===== config.mk =====
export PLATFORM = sky130hd
export DESIGN_NAME = daq3_spi_responder
export DESIGN_NICKNAME = d
export VERILOG_FILES = /design/src/rtl/daq3_spi_pkg.sv /design/src/rtl/daq3_spi_sync_edge.sv /design/src/rtl/daq3_spi_responder.sv
export SDC_FILE = /design/constraint.sdc
export NUM_CORES = 1
export LEC_CHECK = 0
export BUFFER_PORTS_ARGS = -buffer_cell sky130_fd_sc_hd__buf_2
export CAP_MARGIN = 30
export CORE_AREA = 2 2 155 81
export CTS_BUF_LIST = sky130_fd_sc_hd__clkbuf_4
export CTS_CLUSTER_DIAMETER = 60
export CTS_CLUSTER_SIZE = 28
export DETAILED_ROUTE_END_ITERATION = 7
export DIE_AREA = 0 0 157 83
export PLACE_DENSITY_LB_ADDON = 0.25
export SLEW_MARGIN = 15
export SYNTH_ARGS = -nofsm -noshare
export SYNTH_HDL_FRONTEND = slang
export SYNTH_HIERARCHICAL = 1
export SYNTH_SLANG_ARGS = --single-unit
export TNS_END_PERCENT = 30

===== constraint.sdc =====
create_clock -name clk -period 3.8 [get_ports clk]
set_clock_uncertainty 0.15 [all_clocks]
set_input_delay 0.76 -clock clk [delete_from_list [all_inputs] [get_ports clk]]
set_output_delay 0.76 -clock clk [all_outputs]
set_load 0.02 [all_outputs]

===== src/rtl/daq3_spi_pkg.sv =====
// Shared constants and types for the DAQ3 three-wire SPI bus.
// The initiator, the responder and the benches all use these definitions,
// so the frame layout is defined in one place.
//   INSTR_BITS : instruction length (R/W bit + address)
//   DATA_BITS  : bits per data byte
//   ADDR_BITS  : register address width
//   RW_BIT     : instruction bit carrying R/W (1 = read)
package daq3_spi_pkg;

    localparam int INSTR_BITS = 16;
    localparam int DATA_BITS  = 8;
    localparam int ADDR_BITS  = 15;
    localparam int RW_BIT     = 15;

    typedef enum logic [1:0] {
        ST_IDLE  = 2'd0,
        ST_INSTR = 2'd1,
        ST_WDATA = 2'd2,
        ST_RDATA = 2'd3
    } spi_state_e;

    // Stream address step; wraps naturally modulo 2^ADDR_BITS.
    function automatic logic [ADDR_BITS-1:0] addr_step(input logic [ADDR_BITS-1:0] addr,
                                                       input logic                 dec);
        return dec ? (addr - ADDR_BITS'(1)) : (addr + ADDR_BITS'(1));
    endfunction

endpackage


===== src/rtl/daq3_spi_sync_edge.sv =====
// N-stage synchronizer for one asynchronous pin, followed by a one-cycle
// delay register for edge detection.
//   clk    : fabric clock
//   resetn : asynchronous active-low reset
//   d      : asynchronous input pin
//   q      : synchronized level
//   rise   : q = 1 and delayed q = 0 (one cycle)
//   fall   : q = 0 and delayed q = 1 (one cycle)
// RESET_VAL sets the level the chain (and the delay register) assume while
// in reset, which decides which edge, if any, is reported right after reset.
module daq3_spi_sync_edge #(
    parameter int   STAGES    = 2,
    parameter logic RESET_VAL = 1'b0
) (
    input  logic clk,
    input  logic resetn,
    input  logic d,
    output logic q,
    output logic rise,
    output logic fall
);

    logic [STAGES-1:0] sync_r;
    logic              dly_r;

    always_ff @(posedge clk or negedge resetn) begin
        if (!resetn) begin
            sync_r <= {STAGES{RESET_VAL}};
            dly_r  <= RESET_VAL;
        end else begin
            sync_r <= (sync_r << 1) | STAGES'(d);
            dly_r  <= sync_r[STAGES-1];
        end
    end

    assign q    = sync_r[STAGES-1];
    assign rise = q & ~dly_r;
    assign fall = ~q & dly_r;

endmodule


===== src/rtl/daq3_spi_responder.sv =====
// Three-wire SPI responder (mode 0) for the DAQ3 control bus.
// Decodes a 16-bit instruction (R/W + 15-bit address), then streams data
// bytes to/from a synchronous byte-wide register port. All SPI pins are
// oversampled in the clk domain.
//   clk, resetn           : fabric clock, async active-low reset
//   spi_csn/clk/sdi       : SPI pins in (chip select active low)
//   spi_sdo, spi_sdo_en   : SDIO output data and drive enable
//   reg_wr, reg_rd        : one-cycle write / read strobes
//   reg_addr, reg_wdata   : register address and write data (held)
//   reg_rdata             : read data, valid the cycle after reg_rd
//
// state    | meaning
// ---------+-----------------------------------------------------------
// ST_IDLE  | bus idle, bit counter preloaded; waits for a csn fall
// ST_INSTR | shifting the 16 instruction bits
// ST_WDATA | shifting write bytes; each full byte commits a write
// ST_RDATA | serializing read bytes; each 8th rise fetches the next one
module daq3_spi_responder
    import daq3_spi_pkg::*;
#(
    parameter int SYNC_STAGES = 2,
    parameter bit ADDR_DEC    = 1'b0
) (
    input  logic                 clk,
    input  logic                 resetn,
    input  logic                 spi_csn,
    input  logic                 spi_clk,
    input  logic                 spi_sdi,
    output logic                 spi_sdo,
    output logic                 spi_sdo_en,
    output logic                 reg_wr,
    output logic                 reg_rd,
    output logic [ADDR_BITS-1:0] reg_addr,
    output logic [DATA_BITS-1:0] reg_wdata,
    input  logic [DATA_BITS-1:0] reg_rdata
);

    logic csn_q, csn_rise, csn_fall;
    logic sclk_q, sclk_rise, sclk_fall;
    logic sdi_q, sdi_rise, sdi_fall;
    logic unused_edges;

    // The csn chain resets to "selected" so that a csn already held low
    // across reset release never looks like a fresh fall; a transfer can
    // only start after csn has been seen high and then low again.
    daq3_spi_sync_edge #(.STAGES(SYNC_STAGES), .RESET_VAL(1'b0)) u_sync_csn (
        .clk    (clk),
        .resetn (resetn),
        .d      (spi_csn),
        .q      (csn_q),
        .rise   (csn_rise),
        .fall   (csn_fall)
    );

    daq3_spi_sync_edge #(.STAGES(SYNC_STAGES), .RESET_VAL(1'b0)) u_sync_sclk (
        .clk    (clk),
        .resetn (resetn),
        .d      (spi_clk),
        .q      (sclk_q),
        .rise   (sclk_rise),
        .fall   (sclk_fall)
    );

    daq3_spi_sync_edge #(.STAGES(SYNC_STAGES), .RESET_VAL(1'b0)) u_sync_sdi (
        .clk    (clk),
        .resetn (resetn),
        .d      (spi_sdi),
        .q      (sdi_q),
        .rise   (sdi_rise),
        .fall   (sdi_fall)
    );

    assign unused_edges = &{1'b0, csn_rise, sclk_q, sdi_rise, sdi_fall};

    spi_state_e state, state_nxt;

    // Down-counter over the bits of the current field; 0 = last bit.
    logic [3:0]                bit_cnt;
    logic [INSTR_BITS-2:0]     sh_in;
    logic [DATA_BITS-1:0]      sh_out;
    logic                      rd_cap;

    logic take_bit, instr_done, wbyte_done, rbyte_done, drive_bit;

    always_ff @(posedge clk or negedge resetn) begin
        if (!resetn) begin
            state <= ST_IDLE;
        end else begin
            state <= state_nxt;
        end
    end

    // csn high is checked before any spi_clk edge so a deassert seen in the
    // same cycle as a rise always wins and nothing commits.
    always_comb begin
        state_nxt  = state;
        take_bit   = 1'b0;
        instr_done = 1'b0;
        wbyte_done = 1'b0;
        rbyte_done = 1'b0;
        drive_bit  = 1'b0;
        unique case (state)
            ST_IDLE: begin
                if (csn_fall) begin
                    state_nxt = ST_INSTR;
                end
            end
            ST_INSTR: begin
                if (csn_q) begin
                    state_nxt = ST_IDLE;
                end else if (sclk_rise) begin
                    take_bit = 1'b1;
                    if (bit_cnt == 4'd0) begin
                        instr_done = 1'b1;
                        // sh_in[14] holds the first bit shifted in: R/W.
                        state_nxt  = sh_in[INSTR_BITS-2] ? ST_RDATA : ST_WDATA;
                    end
                end
            end
            ST_WDATA: begin
                if (csn_q) begin
                    state_nxt = ST_IDLE;
                end else if (sclk_rise) begin
                    take_bit = 1'b1;
                    if (bit_cnt == 4'd0) begin
                        wbyte_done = 1'b1;
                    end
                end
            end
            ST_RDATA: begin
                if (csn_q) begin
                    state_nxt = ST_IDLE;
                end else begin
                    if (sclk_rise) begin
                        take_bit = 1'b1;
                        if (bit_cnt == 4'd0) begin
                            rbyte_done = 1'b1;
                        end
                    end
                    if (sclk_fall) begin
                        drive_bit = 1'b1;
                    end
                end
            end
            default: state_nxt = ST_IDLE;
        endcase
    end

    always_ff @(posedge clk or negedge resetn) begin
        if (!resetn) begin
            bit_cnt    <= 4'(INSTR_BITS - 1);
            sh_in      <= '0;
            sh_out     <= '0;
            rd_cap     <= 1'b0;
            reg_wr     <= 1'b0;
            reg_rd     <= 1'b0;
            reg_addr   <= '0;
            reg_wdata  <= '0;
            spi_sdo    <= 1'b0;
            spi_sdo_en <= 1'b0;
        end else begin
            reg_wr <= 1'b0;
            reg_rd <= 1'b0;
            rd_cap <= reg_rd;

            if (state == ST_IDLE) begin
                bit_cnt <= 4'(INSTR_BITS - 1);
            end else if (take_bit) begin
                bit_cnt <= (bit_cnt == 4'd0) ? 4'(DATA_BITS - 1) : bit_cnt - 4'd1;
            end

            if (take_bit) begin
                sh_in <= {sh_in[INSTR_BITS-3:0], sdi_q};
            end

            // A write keeps its address for the strobe cycle and steps
            // afterwards; a read steps together with the prefetch strobe.
            if (instr_done) begin
                reg_addr <= {sh_in[ADDR_BITS-2:0], sdi_q};
                reg_rd   <= sh_in[INSTR_BITS-2];
            end else if (rbyte_done) begin
                reg_addr <= addr_step(reg_addr, ADDR_DEC);
                reg_rd   <= 1'b1;
            end else if (reg_wr) begin
                reg_addr <= addr_step(reg_addr, ADDR_DEC);
            end

            if (wbyte_done) begin
                reg_wdata <= {sh_in[DATA_BITS-2:0], sdi_q};
                reg_wr    <= 1'b1;
            end

            if (rd_cap) begin
                sh_out <= reg_rdata;
            end else if (drive_bit) begin
                sh_out <= {sh_out[DATA_BITS-2:0], 1'b0};
            end

            if (state_nxt == ST_IDLE) begin
                spi_sdo    <= 1'b0;
                spi_sdo_en <= 1'b0;
            end else if (drive_bit) begin
                spi_sdo    <= sh_out[DATA_BITS-1];
                spi_sdo_en <= 1'b1;
            end
        end
    end

endmodule


==> key figures, run 1 <==
Run status
  • Status: finished, final reports clean

Layout
  • ANT cells: 0
  • Layout filler cell count: roughly 1200
  • Area growth, synth to finish: 19.2%
  • Register area: 1630 um^2
  • Final Core Density: between 20% and 30%
  • Footprint of the multi-input gates: 1130 um^2
  • Fin nets: approximately 320
  • Fin area: around 3400 um^2
  • Layout cells sized above 1: between 20% and 30%
  • Finished Layout Cells: between 400 and 500

Yosys
  • Mapped Nets: approximately 270
  • Cells after synthesis: between 200 and 300
  • Synth warn: 6
  • Mapped Area: approximately 2800 um^2
  • Avg Synthesized Cell Area: between 10 and 15 um^2

Hold path
  • Class of the worst hold path: in -> async

Floorplan
  • I/O pin count: 40
  • Initial Util: 24.3%
  • Core Region: approximately 12000 um^2
  • Die Area: around 13000 um^2
  • Chip Height: 83 um
  • Num rows: 28
  • Die Wd: 157 um

Power and ir drop
  • Cell area power density: about 370 nW/um^2
  • Leak pwr: 1.60 nW
  • Peak supply drop: approximately 0.12 mV

Setup path
  • FF-to-FF setup slack: about 1400 ps
  • WP data required: approximately 4000 ps
  • Critical path arrival: approximately 2600 ps
  • R2R depth: 6
  • Crit-path slowest cell: o21ai_1
  • Crit start category: register
  • CP Max Fanout: 7
  • Kind of critical path: reg -> reg
  • Crit. End Element: register
  • Crit-path cells: nor2b_1 -> nand4bb_4 -> o21ai_1 -> nand2_1 -> or3_1 -> nand3_1
  • Slowest Stage Delay on Critical Path: 500 ps
  • RR Endpoint: reg_addr[14]
  • Family with the most delay on the worst path: simple AND/OR/NAND/NOR gates
  • Buf/Inv on CP: 0
  • Reg2reg start: u_sync_sclk/sync_r[1]

GRT
  • Maximum number of pins on one net before global-route repair: 33
  • Initial antenna violation count: 0
  • Aggregate global routing overflow: 0
  • Vias in the first global route: between 2000 and 2500
  • Gr usage total: between 10% and 20%
  • First-pass GRT wire length: around 12000 um

STA
  • Min Tclk post-route: about 2400 ps
  • RSZ-0062 raised after global routing: no
  • Peak Freq: 421 MHz
  • Slew Limit Fails: 0
  • Setup TNS: 0 ps
  • Fin crit share: a little over three fifths
  • Slew @ Worst Pin: a little under 600 ps
  • Relative slew slack: 61.3%
  • Final setup viols: 0
  • Hold Vio Cnt, Final: 0

CTS
  • Worst-path clk slew: about 120 ps
  • Clock root cell: clkbuf_4
  • H-tree Lvls: 3
  • Setup Buffers After CTS: 0
  • Clock Latency Late Sink: around 420 ps
  • Post-CTS Hold Buffers: 0
  • CTS resizes: 0
  • Cts bufs inserted: 9
  • Num Clock Sinks: 65
  • Maximum clock path buffer count: 2
  • CTS tree: yes

Routing
  • Routed Wire Length: 6820 um
  • Antenna Nets Post-Route: 0
  • Drt first pass iters: 4
  • WL/cell: approximately 14 um
  • Vias: 2069
  • Initial drt markers: roughly 170
  • # DRC: 0
  • Vias per cell: ~4.4

Placed design
  • Gpl congestion: between 0.7 and 0.8
  • Cell Count Post-Placement: ~460
  • Final HPWL DP: approximately 5100 um
  • Port bufs: 39
  • Placed Area: about 3200 um^2

Flow run
  • MaxCap Viol Count: 0
-- layer usage --
layer	global-route usage (%)	vias up	part of all wire, %
li1	-	1002	-
met1	18.5	1011	55
met2	14.2	47	37
met3	4.75	9	6.7
met4	3.00	0	1.2
met5	0	-	0
-- placed cells by master, fill, tap and decap left out, types with 3 or more instances in the layout --
master / instances
a211o_1: 3
a21oi_1: 8
buf_2: 39
buf_4: 4
clkbuf_4: 10
dfrtp_1: 61
dfstp_2: 4
inv_1: 7
mux2_2: 16
mux2i_1: 8
nand2_1: 44
nand3_1: 10
nor2_1: 13
nor2b_1: 3
nor3_1: 7
o21ai_0: 21
or3_1: 3
xnor2_1: 4
xor2_1: 4
-- state kept, by name (all words and copies together) (netlist names), 2 cells and up --
register and count:
bit_cnt 4, reg_addr 15, state 2, u_sync_sclk/sync_r 2, sh_in 15, reg_wdata 8, u_sync_csn/sync_r 2, sh_out 8
u_sync_sdi/sync_r 2
-- area by class of cell --
class                      count  area share (%)
clock buffer                  10            2.23
clock inverter                 6            1.79
inverter                       8           0.894
multi-input combinational    177            33.7
sequential                    65            48.6
tap                          165            6.15
timing repair buffer          43            6.70
-- through the flow --
stage,hold slack [ps],power [mW],worst slack [ps]
after detailed placement,186,0.799,1370
after floorplan,181,0.762,1760
final,59.6,1.24,1420
after global routing,28.8,1.31,1160
after CTS,39.6,1.26,1370
after global placement,187,0.797,1420
-- power breakdown --
group	internal (mW)	total [mW]	switching [mW]	leakage, nW
logic	0.0223	0.0512	0.0289	0.701
clock network	0.205	0.457	0.252	0.0738
registers	0.711	0.731	0.0202	0.829
-- worst max-delay path by stage --
stage                                from           end  slack [ps]  depth (start not counted)
finish              u_sync_sclk/sync_r[1]  reg_addr[14]        1420                          6
global route        u_sync_sclk/sync_r[1]  reg_addr[13]        1160                          6
CTS                 u_sync_sclk/sync_r[1]   reg_addr[6]        1370                          6
detailed placement  u_sync_sclk/sync_r[1]   reg_addr[6]        1370                          6
global placement    u_sync_sclk/sync_r[1]   reg_addr[6]        1420                          6
floorplan               u_sync_sclk/dly_r     sh_in[10]        1760                          5
Power figures use the tool's default switching activity.
==> inputs of run 2 (changes only) <==
- clock period: 3.8 -> 2 ns (I/O delays scaled with it)
==> key figures, run 2 (synthesis gave the netlist of run 1 again) <==
Run status
  • Status: finished, final reports clean

Power and ir drop
  • Peak supply drop: 0.229 mV (+88%)
  • Sequential power share: 59.1% (about the same)
  • Leak pwr: 1.80 nW (+12%)
  • Clock share of power: 35.9% (-0.9 points)
  • Pint: 1.78 mW (+89%)
  • Cell area power density: 641 nW/um^2 (+74%)
  • Net switching power: 0.586 mW (+95%)
  • Logic pwr share: 5.1% (+1.0 points)
  • Sw Share: 24.8% (+0.52 points)

Floorplan
  • Num rows: 28 (unchanged)
  • Die Area: 13000 um^2 (unchanged)
  • Core Region: 11600 um^2 (unchanged)
  • Die Wd: 157 um (unchanged)
  • Chip Height: 83 um (unchanged)
  • Initial Util: 24.3% (unchanged)
  • I/O pin count: 40 (unchanged)

Setup path
  • WP data required: 2170 ps (-1830 ps)
  • Slowest Stage Delay on Critical Path: 550 ps (+50 ps)
  • Critical path's most frequent cell: buf_4
  • Critical path arrival: 2090 ps (-480 ps)
  • Crit. End Element: register
  • CP Max Fanout: 7 (unchanged)
  • Critical Path Source: bit_cnt[1]
  • Buf/Inv on CP: 3 (+3)
  • Family with the most delay on the worst path: flip-flops
  • Crit-path cells: inv_1 -> ha_4 -> nor3b_4 -> buf_4 -> nand3_1 -> buf_4 -> a211oi_1 -> a311oi_1
  • Crit start category: register
  • Crit-path slowest cell: dfstp_2
  • Kind of critical path: reg -> reg
  • Reg2reg start: bit_cnt[1]

Routing
  • Initial drt markers: 108 (-35%)
  • Antenna Nets Post-Route: 0 (unchanged)
  • # DRC: 0 (unchanged)
  • Vias per cell: 4.29 (-1.7%)
  • Drt first pass iters: 5 (+1)
  • Vias: 2158 (+4.3%)
  • WL/cell: 14.3 um (-0.35%)
  • Routed Wire Length: 7210 um (+5.7%)

CTS
  • CTS tree: yes
  • Cts bufs inserted: 9 (unchanged)
  • H-tree Lvls: 3 (unchanged)
  • Worst-path clk slew: 110 ps (about the same)
  • Clock Latency Late Sink: 420 ps (about the same)
  • Clock root cell: clkbuf_4
  • Maximum clock path buffer count: 2 (unchanged)
  • Num Clock Sinks: 65 (unchanged)

Hold path
  • Class of the worst hold path: in -> reg
  • Min-delay src: reg_rdata[2]

STA
  • Setup TNS: 0 ps (unchanged)
  • Slew Limit Fails: 0 (unchanged)
  • Final setup margin: 72.8 ps (-1350 ps)
  • Relative slew slack: 72.8% (+12 points)
  • Slew @ Worst Pin: 408 ps (-172 ps)
  • Final setup viols: 0 (unchanged)
  • Fin crit share: 96.4% (+34 points)
  • Min Tclk post-route: 1930 ps (-449 ps)
  • Peak Freq: 519 MHz (+23%)
  • Hold Vio Cnt, Final: 0 (unchanged)

Layout
  • Register area: 1630 um^2 (unchanged)
  • Footprint of the multi-input gates: 1190 um^2 (+5.5%)
  • Fin nets: 349 (+9.4%)
  • Largest regs: reg_addr x15, sh_in x15
  • Layout filler cell count: 1206 (-2.7%)
  • Layout cells sized above 1: 34.0% (+6.5 points)
  • ANT cells: 0 (unchanged)
  • Area growth, synth to finish: 30.7%
  • Most frequent cells in the layout: dfrtp_1, nand2_1, buf_2, buf_4, o21ai_0
  • Most common library cell in the layout ignoring fill and taps: dfrtp_1

GRT
  • Gr usage total: 11.7% (about the same)
  • Vias in the first global route: 2089 (+0.048%)
  • First-pass GRT wire length: 11500 um (-0.60%)
  • Aggregate global routing overflow: 0 (unchanged)
  • Maximum number of pins on one net before global-route repair: 66 (+100%)
  • Initial antenna violation count: 0 (unchanged)

Placed design
  • Port bufs: 39 (unchanged)
  • Gpl congestion: 0.838 (+11%)
  • Setup WS pre-CTS: -123 ps (-1500 ps)
  • Final HPWL DP: 5290 um (+4.1%)

Flow run
  • MaxCap Viol Count: 0 (unchanged)
run 2: area by class of cell:
type                    instances  area share, %
clock inverters                 6           1.63
clock buffers                   9           1.83
flip-flops and latches         65           44.3
repair buffers                 73           13.4
well taps                     165           5.60
inverters                       8          0.815
multi-input cells             177           32.4
run 2: stage by stage:
step | hold slack, ps | utilization (%) | area, um^2 | total power, mW | instances
global placement | 191 | 29.5 | 3420 | 1.53 | 481
floorplan | -45.6 | - | 2820 | 1.45 | 256
global route | 17.5 | 31.8 | 3680 | 2.48 | 503
finish | 35.2 | 31.8 | 3680 | 2.36 | 503
detailed placement | 193 | 29.5 | 3420 | 1.53 | 481
CTS | 2.87 | 31.3 | 3630 | 2.41 | 501
run 2: tightest hold or removal path, stage by stage:
cell     delay [ps]
buf_2            70
nand2_1          40
o21ai_0          60
run 2: path summary, 6_finish.rpt:
kind / to / slack (ps) / depth (start not counted)
max in group asynchronous: bit_cnt[2] / 980 / 3
hold reg to reg: u_sync_sdi/sync_r[1] / 210 / 0
setup / recovery: reg_addr[3] / 70 / 8
min in group asynchronous: reg_wdata[6] / 340 / 3
setup reg to reg: reg_addr[3] / 70 / 8
hold / removal: sh_out[2] / 40 / 3
run 2: metal layers:
layer  vias up  global-route usage (%)  routed length (um)
met5         -                       0                   0
met3         9                    5.32                 522
met4         0                    2.92                  65
met1      1028                    18.5                3960
li1       1059                       -                   -
met2        62                    13.8                2660
run 2: power by group through the flow:
stage               Clock, mW  Sequential, mW  Combinational, mW
floorplan                   0            1.40             0.0488
global placement            0            1.42              0.109
detailed placement          0            1.42              0.110
CTS                     0.899            1.39              0.119
global route            0.948            1.40              0.134
finish                  0.848            1.39              0.119
run 2: what timing repair did:
item / in CTS / in global routing
setup buffers: 0 / 2
cloned: 0 / 0
resized for setup: 5 / 10
pin swaps: 0 / 2
hold buffers: 5 / 0
setup endpoints to repair: 9 / 25
hold endpoints to repair: 65 / 0
==> inputs of run 3 (changes only) <==
- CORE_AREA: 2 2 155 81 -> 2 2 107 57
- DIE_AREA: 0 0 157 83 -> 0 0 109 59
==> key figures, run 3 (synthesis gave the netlist of run 1 again) <==
Run status
  • Status: finished, final reports clean

STA
  • Relative slew slack: 72.6% (-0.19 points)
  • RSZ-0062 raised after global routing: yes
  • Min Tclk post-route: 1950 ps (+19.8 ps)
  • Slew @ Worst Pin: 411 ps (+3.62 ps)
  • Final hold slack: 62.1 ps (+26.9 ps)
  • Fin crit share: 97.3% (+0.99 points)
  • Final setup viols: 0 (unchanged)
  • Hold Vio Cnt, Final: 0 (unchanged)
  • Peak Freq: 514 MHz (-1.0%)
  • Slew Limit Fails: 0 (unchanged)

Routing
  • # DRC: 0 (unchanged)
  • Vias: 2172 (+0.65%)
  • WL/cell: 14.9 um (+3.6%)
  • Vias per cell: 5.38 (+25%)
  • Routed Wire Length: 6000 um (-17%)
  • Antenna Nets Post-Route: 0 (unchanged)
  • Initial drt markers: 81 (-25%)
  • Drt first pass iters: 4 (-1)

CTS
  • Clock root cell: clkbuf_4
  • CTS tree: yes
  • H-tree Lvls: 3 (unchanged)
  • Cts bufs inserted: 9 (unchanged)
  • Maximum clock path buffer count: 2 (unchanged)
  • Num Clock Sinks: 65 (unchanged)
  • Worst-path clk slew: 100 ps (about the same)
  • Clock Latency Late Sink: 400 ps (-20 ps)

Layout
  • Layout cells sized above 1: 34.7% (+0.72 points)
  • Fin nets: 341 (-2.3%)
  • Largest regs: reg_addr x15, sh_in x15
  • Area growth, synth to finish: 24.5%
  • Most frequent cells in the layout: dfrtp_1, nand2_1, buf_2, o21ai_0, buf_4
  • Most common library cell in the layout ignoring fill and taps: dfrtp_1
  • Layout filler cell count: 438 (-64%)
  • ANT cells: 0 (unchanged)

Floorplan
  • Chip Height: 59 um (-29%)
  • Die Wd: 109 um (-31%)
  • Initial Util: 52.2% (+28 points)
  • Core Region: 5400 um^2 (-53%)
  • Die Area: 6430 um^2 (-51%)
  • I/O pin count: 40 (unchanged)
  • Num rows: 19 (-32%)

Setup path
  • R2R depth: 5 (-3)
  • FF-to-FF setup slack: 50 ps (-20 ps)
  • Critical path arrival: 2130 ps (+40 ps)
  • WP data required: 2180 ps (about the same)
  • Buf/Inv on CP: 1 (-2)
  • Slowest Stage Delay on Critical Path: 490 ps (-60 ps)
  • Crit. End Element: register
  • Crit start category: register
  • Crit-path slowest cell: or4_1
  • Crit-path cells: nor2b_2 -> buf_4 -> nand2b_1 -> or4_1 -> a211o_1
  • Kind of critical path: reg -> reg
  • CP Max Fanout: 5 (-2)
  • Family with the most delay on the worst path: simple AND/OR/NAND/NOR gates
  • RR Endpoint: bit_cnt[3]
  • Reg2reg start: u_sync_sclk/dly_r

Hold path
  • Hold Path Depth: 3 (unchanged)
  • Min-delay src: reg_rdata[2]
  • Hold endpoint: sh_out[2]
  • Class of the worst hold path: in -> reg

Flow run
  • MaxCap Viol Count: 0 (unchanged)

GRT
  • First-pass GRT wire length: 9650 um (-16%)
  • Initial antenna violation count: 0 (unchanged)
  • Gr usage total: 20.0% (+8.3 points)
  • Vias in the first global route: 2036 (-2.5%)
  • Maximum number of pins on one net before global-route repair: 66 (unchanged)
  • Aggregate global routing overflow: 0 (unchanged)

Power and ir drop
  • Leak pwr: 1.74 nW (-3.3%)
  • Cell area power density: 671 nW/um^2 (+4.7%)
  • Power, Total: 2.35 mW (-0.31%)
  • Peak supply drop: 0.391 mV (+71%)

Placed design
  • Gpl congestion: 0.842 (+0.43%)
  • Port bufs: 39 (unchanged)
  • Final HPWL DP: 4060 um (-23%)
## run 3: report_power, final
group	internal (mW)	switching (mW)	total, mW
registers	1.35	0.0377	1.39
clock network	0.416	0.436	0.852
logic	0.0554	0.0578	0.113
## run 3: final cells by class
type,count,area [um^2],share of cell area (%)
tap,73,91.3,2.60
clock buffer,12,90.1,2.57
multi-input combinational,177,1200,34.2
sequential,65,1630,46.5
timing repair buffer,65,420,12.0
clock inverter,4,43.8,1.25
inverter,8,30.0,0.856
## run 3: worst max-delay path by stage
stage,from,end,cells past startpoint
6_report,u_sync_sclk/dly_r,bit_cnt[3],5
5_1_grt,u_sync_sclk/sync_r[1],reg_addr[4],7
4_1_cts,bit_cnt[0],reg_addr[3],8
3_5_place_dp,bit_cnt[0],reg_addr[3],8
3_3_place_gp,bit_cnt[0],reg_addr[3],8
2_1_floorplan,reg_addr[0],reg_addr[14],6
## run 3: per-layer routing
metal  global-route usage, %  up-vias  wire length (um)
li1                        -     1050                 -
met2                    31.1       40              2830
met5                       0        -                 0
met3                    5.71       10               218
met1                    27.2     1072              2870
met4                    7.69        0                81
## run 3: repair_timing
action,CTS,global route
endpoints found under the setup margin,5,34
pin swaps,0,4
endpoints found under the hold margin,64,0
hold buffers,4,0
setup buffers,0,2
gates resized for setup,4,13
## run 3: per-stage QoR
step	cell area (um^2)	TNS (ps)	instances	worst slack (ps)	util [%]
finish	3510	0	404	53.0	65.0
global route	3510	-61.2	404	-15.7	65.0
CTS	3440	0	402	20.2	63.8
detailed placement	3240	-100	382	-65.9	60.1
global placement	3240	0	382	2.14	60.1
floorplan	2820	0	256	21.3	-
## run 3: worst min-delay path: cells and delay by family
kind                   cells  cell delay, ps
AO/OA/AOI/OAI              1              60
buffers and inverters      1              70
AND/OR/NAND/NOR            1              40
